[src/rtl/ccsds_derandomizer.sv]
// rtl/ccsds_derandomizer.sv - CCSDS PN derandomizer with codeword length check and 2-entry output buffer.
// Optional codeword/error statistics counters enabled by defining DERAND_STATS_EN.
module ccsds_derandomizer #(
    parameter int          CODEWORD_LEN = 255,
    parameter logic [7:0]  PN_SEED      = 8'hFF
) (
    input  logic        core_clk,
    input  logic        rst,
    input  logic [7:0]  s_axis_tdata,
    input  logic        s_axis_tvalid,
    input  logic        s_axis_tlast,
    output logic        s_axis_tready,
    output logic [7:0]  m_axis_tdata,
    output logic        m_axis_tvalid,
    output logic        m_axis_tlast,
    output logic        m_axis_tuser,
    input  logic        m_axis_tready,
    input  logic        derand_en,
    output logic [15:0] frame_cnt,
    output logic [15:0] err_cnt
);

    typedef enum logic {S_IDLE, S_FRAME} state_t;

    state_t      state, state_next;
    logic [7:0]  byte_cnt, byte_cnt_next;
    logic [7:0]  lfsr, lfsr_next;
    logic        en_lat, en_lat_next;
    logic [8:0]  cnt_inc;
    logic        at_len;
    logic        en_cur;
    logic        accept;
    logic        out_pop;
    logic [7:0]  word_data;
    logic        word_last;
    logic        word_user;

    logic [7:0]  skid_data;
    logic        skid_last;
    logic        skid_user;
    logic        skid_valid;
    logic        skid_valid_next;

    // The LFSR register holds the next 8 sequence bits, MSB first, so it is the PN byte itself.
    function automatic logic [7:0] pn_advance(input logic [7:0] w);
        logic [7:0] r;
        r = w;
        for (int i = 0; i < 8; i++) begin
            r = {r[6:0], r[7] ^ r[4] ^ r[2] ^ r[0]};
        end
        return r;
    endfunction

    assign accept  = s_axis_tvalid && s_axis_tready;
    assign out_pop = m_axis_tvalid && m_axis_tready;
    assign cnt_inc = {1'b0, byte_cnt} + 9'd1;
    assign at_len  = (cnt_inc == 9'(CODEWORD_LEN));

    always_comb begin
        state_next    = state;
        byte_cnt_next = byte_cnt;
        lfsr_next     = lfsr;
        en_lat_next   = en_lat;
        en_cur        = (state == S_IDLE) ? derand_en : en_lat;
        word_data     = s_axis_tdata ^ (en_cur ? lfsr : 8'h00);
        word_last     = s_axis_tlast || at_len;
        // Exactly one of "input tlast" and "length reached" marks a bad codeword.
        word_user     = s_axis_tlast ^ at_len;
        if (accept) begin
            if (state == S_IDLE) begin
                en_lat_next = derand_en;
            end
            if (word_last) begin
                state_next    = S_IDLE;
                byte_cnt_next = 8'd0;
                lfsr_next     = PN_SEED;
            end else begin
                state_next    = S_FRAME;
                byte_cnt_next = cnt_inc[7:0];
                lfsr_next     = pn_advance(lfsr);
            end
        end
    end

    always_ff @(posedge core_clk or posedge rst) begin
        if (rst) begin
            state    <= S_IDLE;
            byte_cnt <= 8'd0;
            lfsr     <= PN_SEED;
            en_lat   <= 1'b0;
        end else begin
            state    <= state_next;
            byte_cnt <= byte_cnt_next;
            lfsr     <= lfsr_next;
            en_lat   <= en_lat_next;
        end
    end

    // Skid entry only fills when the output register is held and a byte arrives.
    assign skid_valid_next = (!m_axis_tvalid || out_pop) ? 1'b0 : (skid_valid || accept);

    always_ff @(posedge core_clk or posedge rst) begin
        if (rst) begin
            m_axis_tdata  <= 8'h00;
            m_axis_tvalid <= 1'b0;
            m_axis_tlast  <= 1'b0;
            m_axis_tuser  <= 1'b0;
            skid_data     <= 8'h00;
            skid_last     <= 1'b0;
            skid_user     <= 1'b0;
            skid_valid    <= 1'b0;
            s_axis_tready <= 1'b0;
        end else begin
            if (!m_axis_tvalid || out_pop) begin
                if (skid_valid) begin
                    m_axis_tdata  <= skid_data;
                    m_axis_tlast  <= skid_last;
                    m_axis_tuser  <= skid_user;
                    m_axis_tvalid <= 1'b1;
                end else begin
                    m_axis_tvalid <= accept;
                    if (accept) begin
                        m_axis_tdata <= word_data;
                        m_axis_tlast <= word_last;
                        m_axis_tuser <= word_user;
                    end
                end
            end else if (accept) begin
                skid_data <= word_data;
                skid_last <= word_last;
                skid_user <= word_user;
            end
            skid_valid    <= skid_valid_next;
            s_axis_tready <= !skid_valid_next;
        end
    end

`ifdef DERAND_STATS_EN
    always_ff @(posedge core_clk or posedge rst) begin
        if (rst) begin
            frame_cnt <= 16'h0000;
            err_cnt   <= 16'h0000;
        end else if (out_pop && m_axis_tlast) begin
            if (frame_cnt != 16'hFFFF) begin
                frame_cnt <= frame_cnt + 16'd1;
            end
            if (m_axis_tuser && (err_cnt != 16'hFFFF)) begin
                err_cnt <= err_cnt + 16'd1;
            end
        end
    end
`else
    assign frame_cnt = 16'h0000;
    assign err_cnt   = 16'h0000;
`endif

endmodule
[config.mk]
export PLATFORM = sky130hd
export DESIGN_NAME = ccsds_derandomizer
export DESIGN_NICKNAME = d
export VERILOG_FILES = /design/src/rtl/ccsds_derandomizer.sv
export SDC_FILE = /design/constraint.sdc
export NUM_CORES = 1
export LEC_CHECK = 0
export ABC_CLOCK_PERIOD_IN_PS = 2800
export CORE_MARGIN = 3
export CORE_UTILIZATION = 45
export CTS_CLUSTER_SIZE = 14
export DETAILED_ROUTE_END_ITERATION = 16
export MAX_ROUTING_LAYER = met4
export PLACE_DENSITY = 0.72
export RECOVER_POWER = 100
export SLEW_MARGIN = 25
export SYNTH_ARGS = -nofsm -noshare
export SYNTH_HDL_FRONTEND = slang
export SYNTH_SLANG_ARGS = --single-unit
[constraint.sdc]
create_clock -name core_clk -period 2.8 [get_ports core_clk]
set_clock_uncertainty 0.05 [all_clocks]
set_input_delay 0.56 -clock core_clk [delete_from_list [all_inputs] [get_ports core_clk]]
set_output_delay 0.56 -clock core_clk [all_outputs]
set_load 0.02 [all_outputs]
; Word-level counts from Yosys, hierarchy flattened
; Index checks and enable logic that the tools add are counted.
[totals]
ff_bits = 41
input_bits = 14
output_inout_bits = 44
elab_cells = 65
[op_classes]
n_addsub = 1
eq_ne = 1
muxes = 13
n_bitwise = 27
n_reduce_logical = 10
[ops]
columns = operator, n
row1 = $mux W8, 5
row2 = $xor A1 B1 Y1, 25
row3 = $add A8 B1 Y9 const B, 1
row4 = $eq A9 B8 Y1 const B, 1
row5 = $mux W1, 8
row6 = $xor A8 B8 Y8, 1
row7 = $reduce_and A2 Y1, 2
row8 = $logic_or A1 B1 Y1, 3
row9 = $logic_and A1 B1 Y1, 2
row10 = $logic_not A1 Y1, 2
row11 = $reduce_bool A2 Y1, 1
row12 = $not A1 Y1, 1

; Depth between registers and ports, before layout
[depth]
depth_word = 11
mapped_depth = 9
ltp_nobuf = 8

; Least setup slack after synthesis
; No wires, ideal clock.
[synth_timing]
path_kind = register to register
startpoint = register byte_cnt[0]
endpoint = register lfsr[0]
setup_time_ns = 0.073
arrival_ns = 1.700
required_time_ns = 2.677
slack_ns = 0.976
stages_incl_launch_ff = 10
path_buffers = 1
synth_period_minus_slack_ns = 1.824
path_cell_list = dfrtp_1 ha_1 nand2b_1 o21ai_0 nand4_1 ha_1 clkbuf_2 nand2_1 nor2_1 a21oi_1
[synth_between]
elab_chain_len = 4
[synth_lines]
columns = item, line
row1 = from (decl), 26  ; logic [7:0] byte_cnt, byte_cnt_next;
row2 = from (signal assigned), 93  ; byte_cnt <= byte_cnt_next;
row3 = $add A8 B1 Y9, 56  ; assign cnt_inc = {1'b0, byte_cnt} + 9'd1;
row4 = $eq A9 B8 Y1, 57  ; assign at_len = (cnt_inc == 9'(CODEWORD_LEN));
row5 = $logic_or A1 B1 Y1, 66  ; word_last = s_axis_tlast || at_len;
row6 = $mux W8, 73  ; if (word_last) begin
row7 = to (signal assigned), 94  ; lfsr <= lfsr_next;
row8 = to (decl), 27  ; logic [7:0] lfsr, lfsr_next;
; Every way passes these cells.
; A chain may end at the register's enable or synchronous reset.

; Final worst setup path
[layout_timing]
startpoint = input port s_axis_tvalid
endpoint = register m_axis_tuser
[layout_between]
elab_chain_len = 3
[layout_lines]
columns = item, line
row1 = from (decl), 10  ; input logic s_axis_tvalid,
row2 = $logic_and A1 B1 Y1, 54  ; assign accept = s_axis_tvalid && s_axis_tready;
row3 = $reduce_bool A2 Y1 (no source line), -
row4 = $reduce_and A2 Y1 (no source line), -
row5 = to (signal assigned), 118  ; m_axis_tuser <= skid_user;
row6 = to (signal assigned), 125  ; m_axis_tuser <= word_user;
row7 = to (decl), 16  ; output logic m_axis_tuser,
; Every way passes these cells.

==> parameters.txt <==
Parameter                              Value

Finish
  Layout fillers    481
  Final net count    307
  ANT cells    0
  Utilization of the core after routing    52.0%
  Signed area change from the synthesized netlist to the final layout    8.80%
  Fraction of final layout cells sized beyond drive strength 1    9.31%

Min path
  Source of the worst hold timing path    m_axis_tdata[5]
  Worst hold path type    flip-flop to flip-flop

STA
  Worst slew pin tran    0.993 ns
  Number of setup violations in the final report    0
  Fmax    441 MHz
  Max-slew violation count    0
  Final-layout worst hold slack    0.421 ns
  Post-Route Setup TNS    0 ns
  Worst slew margin    33.8%
  RSZ-0062 raised after global routing    no
  Endpoints failing hold    0
  Final critical path time including I/O delays and setup    2.27 ns
  Share of the clock period used by the worst path after layout    81.0%

Setup path
  Crit path max fanout    20
  Startpoint of the worst register-to-register path    byte_cnt[0]
  Critical Path Source    s_axis_tvalid
  Worst setup path category    input port to flip-flop
  Worst Setup Start Kind    input port
  Crit end category    flip-flop
  Worst EP arrival    2.37 ns
  Largest stage delay on the critical path    0.58 ns
  CP max stage cell    clkbuf_1
  Sequence of cells on the critical path    dlygate4sd3_1 -> and2_0 -> o21ai_1 -> clkbuf_1 -> o21ai_0
  Worst Path Required    2.90 ns

Drt
  Number of DRC violations after detailed-routing iteration 0    71
  Final ANT Viol Nets    0
  Total Routed Length    4480 um
  Drt pass-1 iters    4
  Vias after detailed routing    1,743
  Per-cell routed wire length    12.4 um
  Vias per inst    4.84
  Residual DRC count    0

Clock network
  Num Clock Sinks    41
  Reg clk slew, reported paths    0.08 ns
  CTS tree    built
  Buffer count from post-CTS setup fixing    0
  Post-cts gate resize count    0
  Depth of the CTS H-tree    2
  Number of buffers created by CTS    5
  Root buffer cell    clkbuf_8
  Hold-fix buffers, CTS    0
  Clock Tree Buf Depth    2
  Later-pin clock latency in the skew report    0.29 ns

Yosys
  Post-synth top area cell    dfrtp_1
  Number of synthesized register bits    41
  Mean Syn Cell Area    9.39 um^2
  XOR/XNOR Fraction of Synth Area    6.21%
  Yosys warns    0
  Multiplexer area fraction after synthesis    2.44%
  Post-synth top area share    32.8%
  Top cells by area, synth    dfrtp_1 (33%), buf_4 (9.5%), dfstp_2 (8.3%)
  Largest family of logic cells by synthesized area    simple AND/OR/NAND/NOR gates
  Complex-gate fraction of the synthesized area    14.4%
  Post-synth cell types    47
  Post-synthesis share of cell area spent on full adders, half adders and majority gates    1.99%
  Gate count of the mapped netlist    268
  Simple logic cell fraction of the synthesized area    18.7%
  Summed instance area of the synthesized netlist    2520 um^2
  Sequential cell area fraction in the yosys report    41.2%

Global route
  Number of global-route vias before repair    1,665
  Total congestion overflow after global routing    0
  Global-route wire length before repair    7720 um
  Overall track demand over capacity in global routing    15.7%
  Number of antenna violations at the first check in global routing    0
  Pin count of the biggest net entering global routing    42

Die
  Width of the die    80.8 um
  Core Rows    26
  Die Y    80.8 um
  Initial core utilization    47.8%
  Number of ports placed on the die boundary    58
  Placeable core region    5270 um^2
  Die Outline Area    6530 um^2

Power and ir drop
  Worst supply voltage drop on vdd    0.374 mV
  Leak    1.25 nW
  Power per Cell Area    879 nW/um^2

Placed design
  RePlAce Congestion    0.777
  Buffers added on ports    25
  Half-perimeter wire length after detailed placement    3330 um

Outcome
  Run status    completed

Run
  Number of maximum-capacitance constraint violations    0
Yosys cell counts (all sizes together):
cell type  instances
inv                8
clkbuf             9
mux2i              2
buf               38
conb               1
and3               1
or4                1
xnor3              3
o31ai              8
or3                1
nand3              2
o21ai             15
and2               1
nand2             33
nand2b             2
a211o              3
ha                 4
nor2b              9
a21oi             13
dfrtp             33
xor2               6
and4               1
nor2              13
nand4              1
nor3b              5
xnor2              4
dfstp              8
o22a               2
nor3              21
a21boi             8
a22o               5
mux2               3
a21o               2
nand3b             2
placed cells by master, fill, tap and decap left out, types with 2 or more instances in the layout:
cell type | synthesis | routed
nand2b_1 | 2 | 2
a22o_1 | 5 | 5
clkbuf_1 | 7 | 2
conb_1 | 1 | 32
o31ai_1 | 8 | 8
buf_4 | 32 | 2
nor2b_1 | 9 | 9
nor3_1 | 21 | 21
a21boi_1 | 6 | 6
nand2_1 | 33 | 33
xnor3_1 | 2 | 2
nor3b_2 | 4 | 4
a21o_1 | 2 | 2
o21ai_0 | 12 | 14
a21oi_1 | 13 | 13
a211o_1 | 3 | 3
clkinv_2 | 0 | 2
nor2_1 | 13 | 13
ha_1 | 4 | 4
nand3b_1 | 2 | 2
dfrtp_1 | 33 | 33
inv_1 | 8 | 8
dlygate4sd3_1 | 0 | 14
nand3_1 | 2 | 2
a21boi_0 | 2 | 2
clkbuf_8 | 1 | 5
xor2_1 | 6 | 6
xnor2_1 | 4 | 4
o22a_1 | 2 | 2
clkdlybuf4s50_1 | 0 | 11
dfstp_2 | 8 | 8
cell families (layout without fill, tap and decap cells):
group           after synthesis  count (layout)
mux                           5               5
simple gates                 93              93
xor+xnor                     13              13
other cells                   1              32
compound gates               56              56
fa+ha+maj                     4               4
flops                        41              41
buf+inv                      55              46
where the power goes:
part	internal, mW	leakage [nW]	switching, mW
combinational	0.497	0.718	0.509
clock	0.172	0.0439	0.205
sequential	0.826	0.486	0.198
area by class of cell:
type	count	area (um^2)	share of cell area, %
clock buffer	5	68.8	2.51
clock inverter	3	17.5	0.640
inverter	8	30.0	1.10
multi-input combinational	203	1220	44.6
sequential	41	1040	37.8
tap	70	87.6	3.20
timing repair buffer	30	278	10.1
final timing paths:
check | end | slack (ns) | depth (start not counted)
max | m_axis_tuser | 0.53 | 5
min | m_axis_tdata[5] | 0.42 | 2
max reg2reg | lfsr[0] | 0.71 | 8
min reg2reg | m_axis_tdata[5] | 0.42 | 2
max in group asynchronous | m_axis_tdata[4] | 1.12 | 3
min in group asynchronous | m_axis_tvalid | 0.96 | 3
registers in the layout (all words and copies together) (netlist names), 8 cells and up:
signal,cells
byte_cnt,8
lfsr,8
m_axis_tdata,8
skid_data,8
layer usage:
layer  GRT usage, %  vias to the layer above  part of all wire [%]
li1               -                      886                     -
met1           18.9                      813                    46
met2           26.4                       37                    48
met3           3.44                        7                   4.3
met4           5.07                        0                   1.3
met5              -                        -                     0
through the flow:
stage	std cells	setup WS [ns]	total power [mW]	area [um^2]
after floorplan	299	0.976	1.90	2630
after global placement	352	0.647	2.04	2660
after detailed placement	352	0.617	2.07	2660
after CTS	360	0.693	2.45	2750
after global routing	360	0.278	2.60	2740
final	360	0.532	2.41	2740
critical path, delay by kind of cell:
| kind | cells | cell delay, ns |
|---|---|---|
| compound gates | 2 | 0.38 |
| buf+inv | 2 | 1.13 |
| simple gates | 1 | 0.31 |
(Power assumes the default switching activity.)
